==> config.mk <==
export PLATFORM = sky130hd
export DESIGN_NAME = load_store_unit
export DESIGN_NICKNAME = d
export VERILOG_FILES = /design/src/rtl/lsu_pkg.sv /design/src/rtl/lsu_align.sv /design/src/rtl/load_store_unit.sv
export SDC_FILE = /design/constraint.sdc
export NUM_CORES = 1
export LEC_CHECK = 0
export ABC_AREA = 1
export BUFFER_PORTS_ARGS = -buffer_cell sky130_fd_sc_hd__buf_2
export CORE_MARGIN = 4
export CORE_UTILIZATION = 35
export CTS_CLUSTER_DIAMETER = 150
export DETAILED_ROUTE_END_ITERATION = 8
export GPL_TIMING_DRIVEN = 0
export PLACE_DENSITY = 0.67
export SYNTH_ARGS = -nofsm -noshare
export SYNTH_HDL_FRONTEND = slang
export SYNTH_HIERARCHICAL = 1
export SYNTH_SLANG_ARGS = --single-unit
==> constraint.sdc <==
create_clock -name clk -period 1.73 [get_ports clk]
set_input_delay 0.2595 -clock clk [delete_from_list [all_inputs] [get_ports clk]]
set_output_delay 0.2595 -clock clk [all_outputs]
set_load 0.1 [all_outputs]
==> src/rtl/lsu_pkg.sv <==
// Shared definitions for the load/store unit: RV32 size codes, memory
// opcodes, FSM state encoding and the request legality check.
package lsu_pkg;

    localparam logic [2:0] F3_B  = 3'b000;
    localparam logic [2:0] F3_H  = 3'b001;
    localparam logic [2:0] F3_W  = 3'b010;
    localparam logic [2:0] F3_BU = 3'b100;
    localparam logic [2:0] F3_HU = 3'b101;

    localparam logic [1:0] MEM_OP_LOAD  = 2'b00;
    localparam logic [1:0] MEM_OP_STORE = 2'b01;

    typedef enum logic [2:0] {
        ST_IDLE     = 3'd0,
        ST_ISSUE_RD = 3'd1,
        ST_WAIT_RD  = 3'd2,
        ST_ISSUE_WR = 3'd3,
        ST_WAIT_WR  = 3'd4,
        ST_RESP     = 3'd5
    } lsu_state_e;

    // High when the request can never reach memory: unknown size code,
    // unsigned size on a store, or an address not aligned to the size.
    function automatic logic req_illegal(input logic       is_store,
                                         input logic [2:0] f3,
                                         input logic [1:0] addr_lo);
        logic bad;
        bad = 1'b0;
        case (f3)
            F3_B:    bad = 1'b0;
            F3_H:    bad = addr_lo[0];
            F3_W:    bad = (addr_lo != 2'b00);
            F3_BU:   bad = is_store;
            F3_HU:   bad = is_store | addr_lo[0];
            default: bad = 1'b1;
        endcase
        return bad;
    endfunction

endpackage

==> src/rtl/lsu_align.sv <==
// Byte-lane handling for sub-word accesses: extracts and extends the
// addressed lane of a read word for loads, and merges store bytes into a
// read word for read-modify-write stores.
module lsu_align
    import lsu_pkg::*;
(
    input  logic [2:0]  funct3_i,
    input  logic [1:0]  addr_lo_i,
    input  logic [31:0] rdata_i,
    input  logic [15:0] store_data_i,
    output logic [31:0] load_data_o,
    output logic [31:0] merged_wdata_o
);

    logic [7:0]  lane_byte_s;
    logic [15:0] lane_half_s;

    // Select the addressed byte/half of the read word and extend it.
    always_comb begin
        lane_byte_s = 8'h00;
        lane_half_s = 16'h0000;
        load_data_o = 32'h0000_0000;
        case (addr_lo_i)
            2'b00:   lane_byte_s = rdata_i[7:0];
            2'b01:   lane_byte_s = rdata_i[15:8];
            2'b10:   lane_byte_s = rdata_i[23:16];
            2'b11:   lane_byte_s = rdata_i[31:24];
            default: lane_byte_s = 8'h00;
        endcase
        lane_half_s = addr_lo_i[1] ? rdata_i[31:16] : rdata_i[15:0];
        case (funct3_i)
            F3_B:    load_data_o = {{24{lane_byte_s[7]}}, lane_byte_s};
            F3_H:    load_data_o = {{16{lane_half_s[15]}}, lane_half_s};
            F3_W:    load_data_o = rdata_i;
            F3_BU:   load_data_o = {24'h00_0000, lane_byte_s};
            F3_HU:   load_data_o = {16'h0000, lane_half_s};
            default: load_data_o = 32'h0000_0000;
        endcase
    end

    // Overlay the low store byte/half onto the read word at the addressed lane.
    always_comb begin
        merged_wdata_o = rdata_i;
        case (funct3_i)
            F3_B: begin
                case (addr_lo_i)
                    2'b00:   merged_wdata_o[7:0]   = store_data_i[7:0];
                    2'b01:   merged_wdata_o[15:8]  = store_data_i[7:0];
                    2'b10:   merged_wdata_o[23:16] = store_data_i[7:0];
                    2'b11:   merged_wdata_o[31:24] = store_data_i[7:0];
                    default: merged_wdata_o = rdata_i;
                endcase
            end
            F3_H: begin
                if (addr_lo_i[1]) begin
                    merged_wdata_o[31:16] = store_data_i;
                end else begin
                    merged_wdata_o[15:0] = store_data_i;
                end
            end
            default: merged_wdata_o = rdata_i;
        endcase
    end

endmodule

==> src/rtl/load_store_unit.sv <==
// Initiator side of the data-memory load/store interface. One request at a
// time: legality check, optional read (loads and sub-word stores), optional
// write, response timeout, one-cycle done pulse. All outputs are registered.
module load_store_unit
    import lsu_pkg::*;
#(
    parameter int TIMEOUT = 16
) (
    input  logic        clk,
    input  logic        rst_n,
    input  logic        start,
    input  logic        is_store,
    input  logic [2:0]  funct3,
    input  logic [31:0] addr,
    input  logic [31:0] store_data,
    output logic        busy,
    output logic        done,
    output logic        err,
    output logic [31:0] load_data,
    output logic [31:0] mem_addr,
    output logic [31:0] mem_wdata,
    output logic        mem_load_store,
    output logic [1:0]  mem_op,
    input  logic [31:0] mem_rdata,
    input  logic        mem_done
);

    localparam int CW = $clog2(TIMEOUT + 1);
    localparam logic [CW-1:0] CNT_LAST = CW'(TIMEOUT - 1);

    lsu_state_e  state_q;
    logic [CW-1:0] cnt_q;
    logic        is_store_q;
    logic [2:0]  funct3_q;
    logic [1:0]  addr_lo_q;
    logic [15:0] store_data_q;
    logic        busy_q;
    logic        done_q;
    logic        err_q;
    logic [31:0] load_data_q;
    logic [31:0] mem_addr_q;
    logic [31:0] mem_wdata_q;
    logic        mem_load_store_q;
    logic [1:0]  mem_op_q;

    logic [31:0] ext_load_s;
    logic [31:0] merged_wdata_s;

    lsu_align u_align (
        .funct3_i       (funct3_q),
        .addr_lo_i      (addr_lo_q),
        .rdata_i        (mem_rdata),
        .store_data_i   (store_data_q),
        .load_data_o    (ext_load_s),
        .merged_wdata_o (merged_wdata_s)
    );

    // Request FSM with timeout counter and all registered outputs.
    always_ff @(posedge clk or negedge rst_n) begin
        if (!rst_n) begin
            state_q          <= ST_IDLE;
            cnt_q            <= '0;
            is_store_q       <= 1'b0;
            funct3_q         <= 3'b000;
            addr_lo_q        <= 2'b00;
            store_data_q     <= 16'h0000;
            busy_q           <= 1'b0;
            done_q           <= 1'b0;
            err_q            <= 1'b0;
            load_data_q      <= 32'h0000_0000;
            mem_addr_q       <= 32'h0000_0000;
            mem_wdata_q      <= 32'h0000_0000;
            mem_load_store_q <= 1'b0;
            mem_op_q         <= MEM_OP_LOAD;
        end else begin
            // Pulsed outputs default low; states below raise them for one cycle.
            mem_load_store_q <= 1'b0;
            done_q           <= 1'b0;
            err_q            <= 1'b0;
            case (state_q)
                ST_IDLE: begin
                    if (start) begin
                        is_store_q   <= is_store;
                        funct3_q     <= funct3;
                        addr_lo_q    <= addr[1:0];
                        store_data_q <= store_data[15:0];
                        mem_addr_q   <= {addr[31:2], 2'b00};
                        busy_q       <= 1'b1;
                        if (req_illegal(is_store, funct3, addr[1:0])) begin
                            state_q <= ST_RESP;
                            done_q  <= 1'b1;
                            err_q   <= 1'b1;
                        end else if (is_store && (funct3 == F3_W)) begin
                            state_q          <= ST_ISSUE_WR;
                            mem_wdata_q      <= store_data;
                            mem_load_store_q <= 1'b1;
                            mem_op_q         <= MEM_OP_STORE;
                        end else begin
                            state_q          <= ST_ISSUE_RD;
                            mem_load_store_q <= 1'b1;
                            mem_op_q         <= MEM_OP_LOAD;
                        end
                    end else begin
                        state_q <= ST_IDLE;
                    end
                end
                ST_ISSUE_RD: begin
                    state_q <= ST_WAIT_RD;
                    cnt_q   <= '0;
                end
                ST_ISSUE_WR: begin
                    state_q <= ST_WAIT_WR;
                    cnt_q   <= '0;
                end
                ST_WAIT_RD: begin
                    if (mem_done) begin
                        if (is_store_q) begin
                            // Sub-word store: write back the merged word.
                            mem_wdata_q      <= merged_wdata_s;
                            state_q          <= ST_ISSUE_WR;
                            mem_load_store_q <= 1'b1;
                            mem_op_q         <= MEM_OP_STORE;
                        end else begin
                            load_data_q <= ext_load_s;
                            state_q     <= ST_RESP;
                            done_q      <= 1'b1;
                        end
                    end else if (cnt_q == CNT_LAST) begin
                        state_q <= ST_RESP;
                        done_q  <= 1'b1;
                        err_q   <= 1'b1;
                    end else begin
                        cnt_q <= cnt_q + CW'(1);
                    end
                end
                ST_WAIT_WR: begin
                    if (mem_done) begin
                        state_q <= ST_RESP;
                        done_q  <= 1'b1;
                    end else if (cnt_q == CNT_LAST) begin
                        state_q <= ST_RESP;
                        done_q  <= 1'b1;
                        err_q   <= 1'b1;
                    end else begin
                        cnt_q <= cnt_q + CW'(1);
                    end
                end
                ST_RESP: begin
                    state_q <= ST_IDLE;
                    busy_q  <= 1'b0;
                end
                default: begin
                    state_q <= ST_IDLE;
                    busy_q  <= 1'b0;
                end
            endcase
        end
    end

    assign busy           = busy_q;
    assign done           = done_q;
    assign err            = err_q;
    assign load_data      = load_data_q;
    assign mem_addr       = mem_addr_q;
    assign mem_wdata      = mem_wdata_q;
    assign mem_load_store = mem_load_store_q;
    assign mem_op         = mem_op_q;

endmodule
# Word-level counts from Yosys, hierarchy flattened

Cells that the tools add are included.

Logic and storage cells: 110
Output and inout bits: 102
Bits of input ports: 104
Register bits after elaboration: 130

Mux-type cells: 52
Reduce and logical (&&, ||, !) cells: 17
Equal/unequal tests: 23
Bitwise logic cells: 3
$add $sub $neg: 1

Operators by type and width:

| cell                | number |
|---|---|
| $mux 32             | 5 |
| $pmux 32 s5         | 1 |
| $pmux 32 s2         | 2 |
| $mux 16             | 3 |
| $mux 8              | 4 |
| $pmux 8 s4          | 1 |
| $mux 3              | 6 |
| $eq 3x3->1 const B  | 5 |
| $mux 1              | 15 |
| $pmux 3 s5          | 1 |
| $ne 2x2->1 const B  | 7 |
| $eq 3x2->1 const B  | 4 |
| $mux 2              | 5 |
| $mux 5              | 2 |
| $pmux 5 s2          | 1 |
| $eq 3x1->1 const B  | 3 |
| $logic_not 3->1     | 3 |
| $pmux 1 s2          | 3 |
| $reduce_and 3->1    | 2 |
| $reduce_and 6->1    | 1 |
| $reduce_bool 2->1   | 3 |
| $add 5x1->5 const B | 1 |
| $eq 5x4->1 const B  | 1 |
| $pmux 1 s5          | 1 |
| 12 further kinds    | 16 |

# Logic depth before layout (Yosys ltp)

Word-level depth: 7
Mapped depth: 11

# By module

The synthesis kept the hierarchy.

By module, submodules not included:

| module          | area an instance (sq um) | seq. area each (sq um) | cells each | instances |
|---|---|---|---|---|
| load_store_unit | 5688.0                   | 3228.1                 | 695        | 1 |
| lsu_align       | 2313.5                   | 0.0                    | 526        | 1 |

# Worst setup path before layout

OpenSTA, ideal clock, no wires.

Kind: reg-to-reg
From: register cnt_q[0]
To: register cnt_q[0]
Library setup time: 119 ps
Path buffers: 0
Stages on the path, launching flop included: 9
Arrival: 1375 ps
Slack: 236 ps
Cell sequence: dfrtp_1 > ha_1 > nand2_1 > nor2_1 > ha_1 > o21ai_0 > nand2_1 > nor2_1 > nor2_1

Word-level cells in the longest chain between the ends: 4
Elaborated cells on any way between the ends: 7

RTL lines:

| item                   | line                                           | RTL |
|---|---|---|
| from (decl)            | load_store_unit.sv:32                          | `logic [CW-1:0] cnt_q;` |
| from (signal assigned) | load_store_unit.sv:133                         | `cnt_q <= cnt_q + CW'(1);` |
| from (signal assigned) | load_store_unit.sv:145                         | `cnt_q <= cnt_q + CW'(1);` |
| $add 5x1->5            | load_store_unit.sv:133, load_store_unit.sv:145 |  |
| $mux 5                 | load_store_unit.sv:128, load_store_unit.sv:140 |  |
| $mux 5                 | load_store_unit.sv:137                         | `if (mem_done) begin` |
| $pmux 5 s2             | load_store_unit.sv:80                          | `case (state_q)` |

Parallel ways exist; a longest one is shown, timed or not. The select of a mux whose other input is x is not followed.
A chain may end at the register's enable or synchronous reset.

# Worst setup path after layout

From: register addr_lo_q[1]
To: register mem_wdata_q[21] (netlist: mem_wdata[21])

Word-level cells in the longest chain between the ends: 6
Elaborated cells on any way between the ends: 7

RTL lines:

| item                   | line                   | RTL |
|---|---|---|
| from (decl)            | load_store_unit.sv:35  | `logic [1:0] addr_lo_q;` |
| from (signal assigned) | load_store_unit.sv:85  | `addr_lo_q <= addr[1:0];` |
| $eq 2x2->1             | lsu_align.sv:46        | `case (addr_lo_i)` |
| $mux 8                 | lsu_align.sv:46        |  |
| $pmux 32 s2 *          | lsu_align.sv:44        | `case (funct3_i)` |
| net merged_wdata_s[21] | load_store_unit.sv:47  | `logic [31:0] merged_wdata_s;` |
| $mux 32 *              | load_store_unit.sv:117 | `if (is_store_q) begin` |
| $mux 32 *              | load_store_unit.sv:116 | `if (mem_done) begin` |
| $pmux 32 s2 *          | load_store_unit.sv:80  |  |
| to (signal assigned)   | load_store_unit.sv:95  | `mem_wdata_q <= store_data;` |
| to (signal assigned)   | load_store_unit.sv:119 | `mem_wdata_q <= merged_wdata_s;` |
| to (decl)              | load_store_unit.sv:42  | `logic [31:0] mem_wdata_q;` |

Mark *: on every way through the listed nets, which the timed path passes. The rest lies on a longest branch. The select of a mux whose other input is x is not followed.

==> results.json <==
{
  "fmaxAchievable_mhz": 598,
  "pin_count": 206,
  "cts_tree": "built",
  "vias": 8564,
  "num_rows": 55,
  "crit_buf_inv": 3,
  "synth_top_area_share_pct": 40.3,
  "setup_viol": 0,
  "rsz0062_at_grt": "yes",
  "cp.required_ps": 2050,
  "drt_wl_total_um": 27300,
  "hold_viol_final": 0,
  "cap_violations": 0,
  "synthArstFlopShare_pct": 100,
  "synth_flop_cell": "dfrtp_1",
  "num-nets-final": 1562,
  "cts_made_buffers": 17,
  "die_y_um": 159,
  "vias_per_cell": 4.89,
  "slew_viol_final": 0,
  "drt_iter0_drc": 790,
  "r2r_setup_slack_ps": 60,
  "critPathLaunchType": "flip-flop",
  "skew_ps": 7.68,
  "multi_input_comb_area_um2": 3940,
  "wl_per_cell_um": 15.6,
  "status": "finished, final reports clean",
  "reg2reg_depth": 11,
  "max_stage_delay_ps": 370,
  "place.port_buffers": 202,
  "syn2layout_area_growth_pct": 26.9,
  "post-route-util_pct": 45.0,
  "fillers": 2409,
  "gp_congestion": 0.965,
  "clkSlewWorstSetupHoldPaths_ps": 60,
  "period_needed_ps": 1670,
  "worst-path-max-fanout": 10,
  "critical_path_depth": 11,
  "grt_use_total_pct": 21.3,
  "yosysWarnings": 6,
  "die_w_um": 159,
  "yosysTopAreaCell": "dfrtp_1",
  "syn-instance-count": 1221,
  "initial_core_util_pct": 35.4,
  "core-area_um2": 22600,
  "max_slew_margin_pct": 63.8,
  "cp_slowest_cell": "dfrtp_1",
  "ant_nets": 0,
  "crit_family": "simple AND/OR/NAND/NOR gates",
  "r2r_end": "mem_wdata[21]$_DFFE_PN0P_",
  "r2r-start": "addr_lo_q[1]$_DFFE_PN0P_",
  "cts.sinks": 129,
  "layout_commonest_cell": "nand2_1",
  "worstPathArrival_ps": 1990,
  "synth_cell_types": 33,
  "crit_chain": "buf_6, buf_6, nand2_2, inv_4, nand2_1, nand3_1, nand3_1, nand2_1, nand2_1, nand3_1, nand2_1",
  "drive_gt1_share_pct": 23.8,
  "drtPass1Iterations": 6,
  "hpwlAfterDp_um": 21300,
  "die_area_um2": 25300,
  "synth-edff-count": 0,
  "endpoint": "mem_wdata[21]$_DFFE_PN0P_",
  "grt_pass1_vias": 8207,
  "crit_start": "addr_lo_q[1]$_DFFE_PN0P_",
  "antenna_found_initial": 3,
  "worst_pin_slew_ps": 543,
  "grt_pass1_wl_um": 43300,
  "hold_path.class": "in -> reg",
  "regArea_um2": 3230,
  "netlist_top_cells_area": "dfrtp_1, nand2_1, nand3_1",
  "clockRootBuffer": "clkbuf_16",
  "synthesis.area_um2": 8000,
  "cts_buffer_depth": 2,
  "avgSynthCellArea_um2": 6.55,
  "gr-total-overflow": 0,
  "grt_max_degree": 76,
  "clk_latency_ps": 420,
  "htree_levels": 4,
  "path_class": "reg -> reg",
  "setup_tns_ps": 0,
  "yosys_register_bits": 129,
  "min_period_over_period_pct": 96.6,
  "hold_slack_ps": 26.2,
  "seq_area_frac_synth_pct": 40.3,
  "crit_top_cell": "nand2_1",
  "mostFrequentLayoutCells": "nand2_1, buf_2, nand3_1, dfrtp_1, inv_1",
  "drc": 0,
  "endpoint_kind": "flip-flop"
}
==> synthesized netlist by cell type (2+ instances only) <==
| library cell | number |
|---|---|
| nand2_1 | 621 |
| nand3_1 | 149 |
| dfrtp_1 | 129 |
| inv_1 | 110 |
| nor2_1 | 40 |
| buf_2 | 33 |
| o21ai_1 | 33 |
| o21ai_0 | 22 |
| buf_4 | 17 |
| nor2_2 | 10 |
| a21oi_1 | 9 |
| buf_6 | 9 |
| nand2_2 | 7 |
| inv_2 | 4 |
| clkbuf_1 | 3 |
| ha_1 | 3 |
| nand2_4 | 3 |
| nor2_4 | 2 |
| nor2_8 | 2 |
| o21bai_1 | 2 |
==> repair_timing <==
item,in CTS,in global routing
hold buffers,1,0
resized for setup,18,32
buffers inserted,4,5
pin swaps,2,4
hold endpoints to repair,54,0
endpoints found under the setup margin,36,66
==> final cells by class <==
class	count	area share, %
multi-input cells	915	38.8
inverters	116	4.55
plain buffers	63	4.94
diodes	1	0.0246
flip-flops and latches	129	31.8
repair buffers	213	11.1
clock inverters	10	0.801
well taps	285	3.51
clock buffers	20	4.50
==> registers in the layout, indices dropped and copies added, names as in the netlist, 2 cells and up <==
signal,cells
load_data,32
mem_wdata,32
mem_addr,30
store_data_q,16
cnt_q,5
funct3_q,3
state_q,3
addr_lo_q,2
==> cells by family after synthesis <==
group	share of synthesized area, %
and+or+nand+nor	43.8
buffers and inverters	10.9
DFF	40.3
AOI/OAI and AO/OA	4.38
adders and majority gates	0.469
other	0.0469
==> metrics by stage <==
step	area [um2]	setup slack [ps]	std cells
final	10200	59.0	1752
after global routing	10100	-41.7	1751
after CTS	10000	0.361	1746
after detailed placement	9410	-158	1711
after global placement	9380	-1420	1710
after floorplan	8010	236	1223
==> tightest hold or removal path: stages <==
cell     delay (ps)
buf_2            80
nand2_1          40
nand2_1          40
==> worst min path at each step <==
stage	from	to	cells after the start
finish	addr[10]	mem_addr[10]$_DFFE_PN0P_	3
global route	addr[7]	mem_addr[7]$_DFFE_PN0P_	3
CTS	addr[7]	mem_addr[7]$_DFFE_PN0P_	3
detailed placement	rst_n	load_data[24]$_DFFE_PN0P_	1
global placement	mem_wdata[26]$_DFFE_PN0P_	mem_wdata[26]$_DFFE_PN0P_	2
floorplan	rst_n	addr_lo_q[0]$_DFFE_PN0P_	0
==> routing by layer <==
layer  up-vias  track usage [%]  share of wire [%]
li1       4222                -                  -
met1      3950             28.1                 44
met2       341             34.5                 46
met3        45             5.54                8.0
met4         6             6.35                1.9
met5         -                0               0.13
Power is not shown: default switching activity piles up to over one toggle a cycle in this logic, so the estimate is an artifact.
